### src/rtl/booth_r4_seq_mult_if.sv
// Start/busy/done multiplier bus between operand regs and result bus.
// master drives start/sgn/operands; slave returns busy/done/product.
interface booth_r4_seq_mult_if #(
  parameter int WIDTH = 8
);
  logic               start;
  logic               sgn;
  logic [WIDTH-1:0]   multiplicand;
  logic [WIDTH-1:0]   multiplier;
  logic               busy;
  logic               done;
  logic [2*WIDTH-1:0] product;

  modport master (
    output start, sgn, multiplicand, multiplier,
    input  busy, done, product
  );

  modport slave (
    input  start, sgn, multiplicand, multiplier,
    output busy, done, product
  );
endinterface

### src/rtl/booth_r4_seq_mult.sv
// Sequential radix-4 Booth multiplier, one digit per clock.
// Ports: clk, rst_n (async low), bus (slave: start/sgn/A/B in, busy/done/product out).
module booth_r4_seq_mult #(
  parameter int WIDTH = 8
) (
  input  logic              clk,
  input  logic              rst_n,
  booth_r4_seq_mult_if.slave bus
);
  localparam int W  = WIDTH;
  localparam int HW = W + 2;
  localparam int CW = $clog2(W/2 + 2);

  typedef enum logic {IDLE, RUN} state_t;

  state_t          state, state_nx;
  logic [HW-1:0]   a_q;
  logic [HW-1:0]   hi_q;
  logic [HW-1:0]   y_q;
  logic            ym1_q;
  logic            sgn_q;
  logic [CW-1:0]   cnt_q;
  logic            accept;
  logic            last;

  logic [2:0]      grp;
  logic [HW:0]     a_x;
  logic [HW:0]     addend;
  logic [HW:0]     sum;
  logic [HW-1:0]   hi_nx;
  logic [HW-1:0]   y_nx;
  logic [2*W-1:0]  prod_nx;
  logic [HW-1:0]   a_ext;
  logic [HW-1:0]   b_ext;

  assign accept = (state == IDLE) && bus.start;
  assign last   = (state == RUN) &&
                  (cnt_q == (sgn_q ? CW'(W/2 - 1) : CW'(W/2)));

  always_comb begin
    state_nx = state;
    unique case (state)
      IDLE:    if (bus.start) state_nx = RUN;
      RUN:     if (last)      state_nx = IDLE;
      default: state_nx = IDLE;
    endcase
  end

  always_ff @(posedge clk or negedge rst_n) begin
    if (!rst_n) state <= IDLE;
    else        state <= state_nx;
  end

  assign a_ext = bus.sgn ? {{2{bus.multiplicand[W-1]}}, bus.multiplicand}
                         : {2'b00, bus.multiplicand};
  assign b_ext = bus.sgn ? {{2{bus.multiplier[W-1]}}, bus.multiplier}
                         : {2'b00, bus.multiplier};

  assign grp = {y_q[1:0], ym1_q};
  assign a_x = {a_q[HW-1], a_q};

  always_comb begin
    addend = '0;
    unique case (1'b1)
      (grp == 3'b001 || grp == 3'b010): addend = a_x;
      (grp == 3'b011):                  addend = a_x << 1;
      (grp == 3'b100):                  addend = -(a_x << 1);
      (grp == 3'b101 || grp == 3'b110): addend = -a_x;
      default:                          addend = '0;
    endcase
  end

  // One guard bit above hi: |hi + 2A| can exceed the W+2 range in
  // unsigned mode, so the shift takes its sign from the wider sum.
  assign sum   = {hi_q[HW-1], hi_q} + addend;
  assign hi_nx = {sum[HW], sum[HW:2]};
  assign y_nx  = {sum[1:0], y_q[HW-1:2]};

  // After k shifts the top 2k bits of y hold the product's low bits.
  assign prod_nx = sgn_q ? {hi_nx[W-1:0], y_nx[HW-1:2]}
                         : {hi_nx[W-3:0], y_nx};

  always_ff @(posedge clk or negedge rst_n) begin
    if (!rst_n) begin
      a_q         <= '0;
      hi_q        <= '0;
      y_q         <= '0;
      ym1_q       <= 1'b0;
      sgn_q       <= 1'b0;
      cnt_q       <= '0;
      bus.done    <= 1'b0;
      bus.product <= '0;
    end else begin
      bus.done <= last;
      if (accept) begin
        a_q   <= a_ext;
        y_q   <= b_ext;
        hi_q  <= '0;
        ym1_q <= 1'b0;
        sgn_q <= bus.sgn;
        cnt_q <= '0;
      end else if (state == RUN) begin
        hi_q  <= hi_nx;
        y_q   <= y_nx;
        ym1_q <= y_q[1];
        cnt_q <= cnt_q + CW'(1);
        if (last) bus.product <= prod_nx;
      end
    end
  end

  assign bus.busy = (state == RUN);
endmodule

### src/flat_wrapper.sv
// flat-port wrapper written by rule: the top's interface ports become plain ports
module booth_r4_seq_mult_flat 
#(
  parameter int WIDTH = 8
)
  (clk, rst_n, bus_start, bus_sgn, bus_multiplicand, bus_multiplier, bus_busy, bus_done, bus_product);
  booth_r4_seq_mult_if #(.WIDTH(WIDTH)) bus_i ();
  input  logic clk;
  input  logic rst_n;
  input wire logic [$bits(bus_i.start)-1:0] bus_start;
  input wire logic [$bits(bus_i.sgn)-1:0] bus_sgn;
  input wire logic [$bits(bus_i.multiplicand)-1:0] bus_multiplicand;
  input wire logic [$bits(bus_i.multiplier)-1:0] bus_multiplier;
  output wire logic [$bits(bus_i.busy)-1:0] bus_busy;
  output wire logic [$bits(bus_i.done)-1:0] bus_done;
  output wire logic [$bits(bus_i.product)-1:0] bus_product;
  assign bus_i.start = bus_start;
  assign bus_i.sgn = bus_sgn;
  assign bus_i.multiplicand = bus_multiplicand;
  assign bus_i.multiplier = bus_multiplier;
  assign bus_busy = bus_i.busy;
  assign bus_done = bus_i.done;
  assign bus_product = bus_i.product;
  booth_r4_seq_mult #(.WIDTH(WIDTH)) u_core (.clk(clk), .rst_n(rst_n), .bus(bus_i));
endmodule
### config.mk
export PLATFORM = sky130hd
export DESIGN_NAME = booth_r4_seq_mult_flat
export DESIGN_NICKNAME = d
export VERILOG_FILES = /design/src/rtl/booth_r4_seq_mult_if.sv /design/src/rtl/booth_r4_seq_mult.sv /design/src/flat_wrapper.sv
export SDC_FILE = /design/constraint.sdc
export NUM_CORES = 1
export LEC_CHECK = 0
export ABC_CLOCK_PERIOD_IN_PS = 8300
export CORE_MARGIN = 1
export CORE_UTILIZATION = 43
export CTS_BUF_LIST = sky130_fd_sc_hd__clkbuf_8
export CTS_CLUSTER_SIZE = 8
export DETAILED_ROUTE_END_ITERATION = 8
export DONT_BUFFER_PORTS = 1
export SLEW_MARGIN = 5
export SYNTH_ARGS = -nofsm -noshare
export SYNTH_HDL_FRONTEND = slang
export SYNTH_SLANG_ARGS = --single-unit
### constraint.sdc
create_clock -name clk -period 8.3 [get_ports clk]
set_clock_uncertainty 0.05 [all_clocks]
set_input_delay 0.415 -clock clk [delete_from_list [all_inputs] [get_ports clk]]
set_output_delay 0.415 -clock clk [all_outputs]
set_load 0.01 [all_outputs]
* Word-level counts from Yosys, hierarchy flattened
Index checks and enable logic that the tools add are counted.
Operators by class: equal/unequal tests 7, bitwise gates (word level) 2, reductions and logical operators 6, multiplexer cells 16, add/sub/neg operators 4
Operators by type and width (count):
- 10-bit 2-to-1 mux | 6
- 11-bit one-hot mux with 4 select lines | 1
- 11-bit negator | 2
- 16-bit 2-to-1 mux | 1
- 11-bit adder | 1
- 3-bit equality test (second input constant) | 3
- 3-bit 2-to-1 mux | 3
- 3-bit by 2-bit equality test with 1-bit output (second input constant) | 2
- 1-bit 2-to-1 mux | 4
- 3-bit by 1-bit adder with 3-bit output (second input constant) | 1
- 3-bit by 1-bit equality test with 1-bit output (second input constant) | 1
- 3-bit equality test | 1
- 3-bit AND reduction | 1
- 1-bit logical AND | 2
- 1-bit logical OR | 2
- 1-bit inverter | 2
- 1-bit one-hot mux with 2 select lines | 1
- 2-bit nonzero test | 1
Storage, ports and cells: output and inout bits 18, register bits 53

* Depth between registers and ports, before layout
depth after elaboration 6, mapped depth 14, gate-level depth less buffers 14

* Least setup slack after synthesis
No wires, ideal clock.
path type register -> register, start register u_core.a_q[2], end register u_core.bus.product[14], required time 8.155 ns, setup slack 5.231 ns, arrival time 2.924 ns, cell stages (with the launch flop) 14, period minus slack after synthesis 3.069 ns, path through dfrtp_1 -> buf_4 -> nor4_4 -> nor2b_1 -> xnor2_1 -> a221oi_1 -> nor2_1 -> ha_1 -> or3_1 -> or2_2 -> o22ai_1 -> xor2_1 -> and2_1 -> o31ai_1
On the way: cells in the longest elaborated chain, start to end 4, elaborated cells on any way between the ends 5, classes of those cells add/sub: 3; mux: 2
Ends and longest elaborated chain:
- start: declaration | line booth_r4_seq_mult.sv:17 | logic [HW-1:0] a_q;
- start signal: assignment | line booth_r4_seq_mult.sv:96 | a_q <= a_ext;
- 11-bit negator (on tied branches) | line booth_r4_seq_mult.sv:68, booth_r4_seq_mult.sv:67
- 11-bit one-hot mux with 4 select lines * | line booth_r4_seq_mult.sv:64 | unique case (1'b1)
- 11-bit adder * | line booth_r4_seq_mult.sv:75 | assign sum = {hi_q[HW-1], hi_q} + addend;
- 16-bit 2-to-1 mux * | line booth_r4_seq_mult.sv:80 | assign prod_nx = sgn_q ? {hi_nx[W-1:0], y_nx[HW-1:2]}
- end signal: assignment | line booth_r4_seq_mult.sv:107 | if (last) bus.product <= prod_nx;
- end: declaration | line booth_r4_seq_mult_if.sv:21 | output busy, done, product
Every way passes the cells marked *; elsewhere a longest branch is shown, timed or not. A chain may end at the register's enable or synchronous reset.

* Worst setup path after layout
start register u_core.a_q[3], end register u_core.bus.product[14]
The elaborated chain is that of the path after synthesis.

==> results.py <==
metrics = {
    "sta": {
        "maxSlewHeadroom_pct": 34.9,
        "rsz0062_at_grt": "no",
        "tightest_slew_ns": 0.974,
        "report.final.slew_viol_count": 0,
        "max_clock_freq_mhz": 295,
        "layout_min_cycle_time_ns": 3.39,
        "setup_viol": 0,
        "period_share_pct": 40.8,
        "fin_setup_tns_ns": 0,
        "hold_viol_final": 0,
    },
    "floorplanning": {
        "die_w_um": 87.5,
        "core_um2": 6940,
        "io-pin-count": 38,
        "die_h_um": 87.5,
        "dieArea_um2": 7660,
        "start_util_pct": 45.3,
        "rows": 30,
    },
    "finish": {
        "diodes": 0,
        "multi_input_area_um2": 1740,
        "syn2layout_area_growth_pct": 5.33,
        "fillers": 681,
        "final_cell_mix": "dfrtp_1 (51), nand2_1 (44), o21ai_0 (39), mux2i_1 (22), nor2_1 (19)",
        "seq_area_um2": 1280,
        "final_common_cell": "dfrtp_1",
        "final_nets": 364,
        "post_route_cells_drive_above_1_share_pct": 5.74,
    },
    "synth": {
        "synth-simple-area-share_pct": 13.7,
        "synthMuxAreaShare_pct": 8.79,
        "ys_seq_area_share_pct": 40.6,
        "synth-async-reset-ratio_pct": 100,
        "synth_area_per_cell_um2": 9.23,
        "syn_area_um2": 3150,
        "ys.flop_type": "dfrtp_1",
        "synth_top_family_by_area": "compound AO/OA/AOI/OAI gates",
        "synth_compound_area_share_pct": 21.7,
        "yosys_warnings": 0,
        "synth_adder_area_share_pct": 5.81,
        "synth_cells": 341,
        "synthesis.nets": 375,
        "synth-edff-count": 0,
        "ys_seq_elements": 51,
        "ys_types": 52,
        "synthXorXnorAreaFrac_pct": 5.29,
    },
    "detailed_routing": {
        "ant_nets": 0,
        "drc": 0,
        "wire_per_inst_um": 15.9,
        "via_per_inst": 5.57,
        "first_pass_iters": 4,
        "dr_total_vias": 2379,
        "drt_wl_total_um": 6790,
        "drtIter0Drc": 100,
    },
    "clock_network": {
        "clock_sinks": 51,
        "clock_latency_ns": 0.31,
        "cts.clk_slew.worst_paths_ns": 0.10,
        "cts_setup_buffers": 0,
        "htree_num_levels": 2,
        "root_buffer": "clkbuf_8",
        "cts_tree": "built",
        "cts_buffers": 5,
        "cts_max_path_buffers": 2,
    },
    "global_route": {
        "grt_pass1_wl_um": 11500,
        "gr-total-overflow": 0,
        "grt_start_max_net_pins": 52,
        "grt.total_usage_pct": 19.3,
        "antenna_found_initial": 0,
        "grt_pass1_vias": 2271,
    },
    "flow_run": {
        "maxCapViolCount": 0,
    },
    "critical_path": {
        "reg2reg_depth": 12,
        "reg2reg_slack_ns": 4.91,
        "end_kind": "flip-flop",
        "arrival_ns": 3.54,
        "start_kind": "flip-flop",
        "r2r-start": "u_core.a_q[3]$_DFFE_PN0P_",
        "critPathKind": "flip-flop to flip-flop",
        "cp.required_ns": 8.45,
        "crit_fanout": 7,
        "r2r_end": "u_core.bus.product[14]$_DFFE_PN0P_",
    },
    "outcome": {
        "status": "completed",
    },
    "worst_hold_path": {
        "min_from": "bus_start",
        "hold_end": "u_core.hi_q[1]$_DFFE_PN0P_",
        "min_path_type": "primary input to flip-flop",
        "hold_depth": 1,
    },
    "placed_design": {
        "place_hpwl_um": 4920,
        "gp_congestion": 0.839,
        "io_buffers": 0,
    },
}
worst max path at each step:
stage                                   start                                  to  slack (ns)  depth (start not counted)
finish              u_core.a_q[3]$_DFFE_PN0P_  u_core.bus.product[14]$_DFFE_PN0P_        4.91                         12
global route         u_core.ym1_q$_DFFE_PN0P_  u_core.bus.product[15]$_DFFE_PN0P_        4.71                         12
CTS                 u_core.a_q[3]$_DFFE_PN0P_  u_core.bus.product[14]$_DFFE_PN0P_        4.92                         12
detailed placement  u_core.a_q[3]$_DFFE_PN0P_  u_core.bus.product[14]$_DFFE_PN0P_        4.96                         12
global placement    u_core.a_q[3]$_DFFE_PN0P_  u_core.bus.product[14]$_DFFE_PN0P_        5.03                         12
floorplan           u_core.a_q[2]$_DFFE_PN0P_  u_core.bus.product[14]$_DFFE_PN0P_        5.23                         13
state kept, by name (all words and copies together) (netlist names):
signal              count
u_core.cnt_q            3
u_core.ym1_q            1
u_core.a_q              9
u_core.hi_q             9
u_core.bus.done         1
u_core.sgn_q            1
u_core.bus.product     16
u_core.bus.busy         1
u_core.y_q             10
cells in the mapped netlist (2+ instances only):
cell / instances / share of area [%]
nand2_1: 44 / 5.2
mux2i_1: 22 / 7.0
nor2b_1: 6 / 1.2
nand3b_1: 3 / 0.72
a211oi_1: 3 / 0.72
buf_2: 3 / 0.48
o22ai_1: 2 / 0.40
o21ai_0: 39 / 6.2
o31ai_1: 3 / 0.72
ha_1: 13 / 5.2
a21oi_1: 17 / 2.7
nor2_1: 19 / 2.3
nand2b_1: 3 / 0.60
a221oi_1: 6 / 1.7
buf_1: 4 / 0.48
a311oi_1: 2 / 0.56
xnor2_1: 16 / 4.5
xor2_1: 3 / 0.84
or3_1: 2 / 0.40
clkbuf_1: 13 / 1.6
nor3_1: 5 / 0.80
o21a_1: 6 / 1.4
a21o_1: 2 / 0.48
mux2_2: 5 / 1.8
dfrtp_1: 51 / 41
inv_1: 11 / 1.3
o31a_1: 3 / 0.84
a22o_1: 7 / 1.9
and2_1: 2 / 0.40
a31oi_1: 4 / 0.80
per-stage QoR:
step | area [µm²] | instances | util (%) | hold slack [ns] | setup slack (ns)
after floorplan | 3150 | 341 | - | 0.0694 | 5.23
after global placement | 3190 | 417 | 45.9 | 0.0706 | 5.03
after detailed placement | 3190 | 417 | 45.9 | 0.0712 | 4.96
after CTS | 3310 | 427 | 47.7 | 0.147 | 4.92
after global routing | 3310 | 427 | 47.7 | 0.147 | 4.71
final | 3310 | 427 | 47.7 | 0.159 | 4.91
metal layers:
layer  part of all wire [%]  vias up  global-route usage, %
met4                   0.43        0                   3.73
li1                       -     1201                      -
met5                      0        -                      0
met2                     46       49                   31.2
met3                    4.3        2                   3.86
met1                     49     1127                   27.2
repair_timing:
item,4_1_cts,5_1_grt
gates resized for setup,0,0
hold endpoints to repair,51,0
hold buffers,2,0
worst max-delay path: stages (launching register included):
cell	delay (ns)
dfrtp_1	0.49
nor4_4	0.43
nor2b_1	0.21
xnor2_1	0.10
a221oi_1	0.31
nor2_1	0.09
ha_1	0.26
or3_1	0.40
or2_2	0.28
o22ai_1	0.19
xor2_1	0.10
and2_1	0.16
o31ai_1	0.22
logic make-up after synthesis:
family | after synthesis
multiplexers | 27
AO/OA/AOI/OAI | 106
XOR/XNOR | 19
adder cells (fa/ha/maj) | 14
AND/OR/NAND/NOR | 91
flip-flops | 51
buffers and inverters | 33
layout make-up:
class	instances	share of cell area, %
Multi-Input combinational cell	257	52.5
Inverter	12	1.36
Clock inverter	3	0.604
Timing Repair Buffer	3	1.36
Sequential cell	51	38.5
Clock buffer	5	2.08
Tap cell	96	3.62
Power is left out: the tool's default activity adds up to more than one toggle a clock period on the data nets, which glitch-free logic cannot reach.
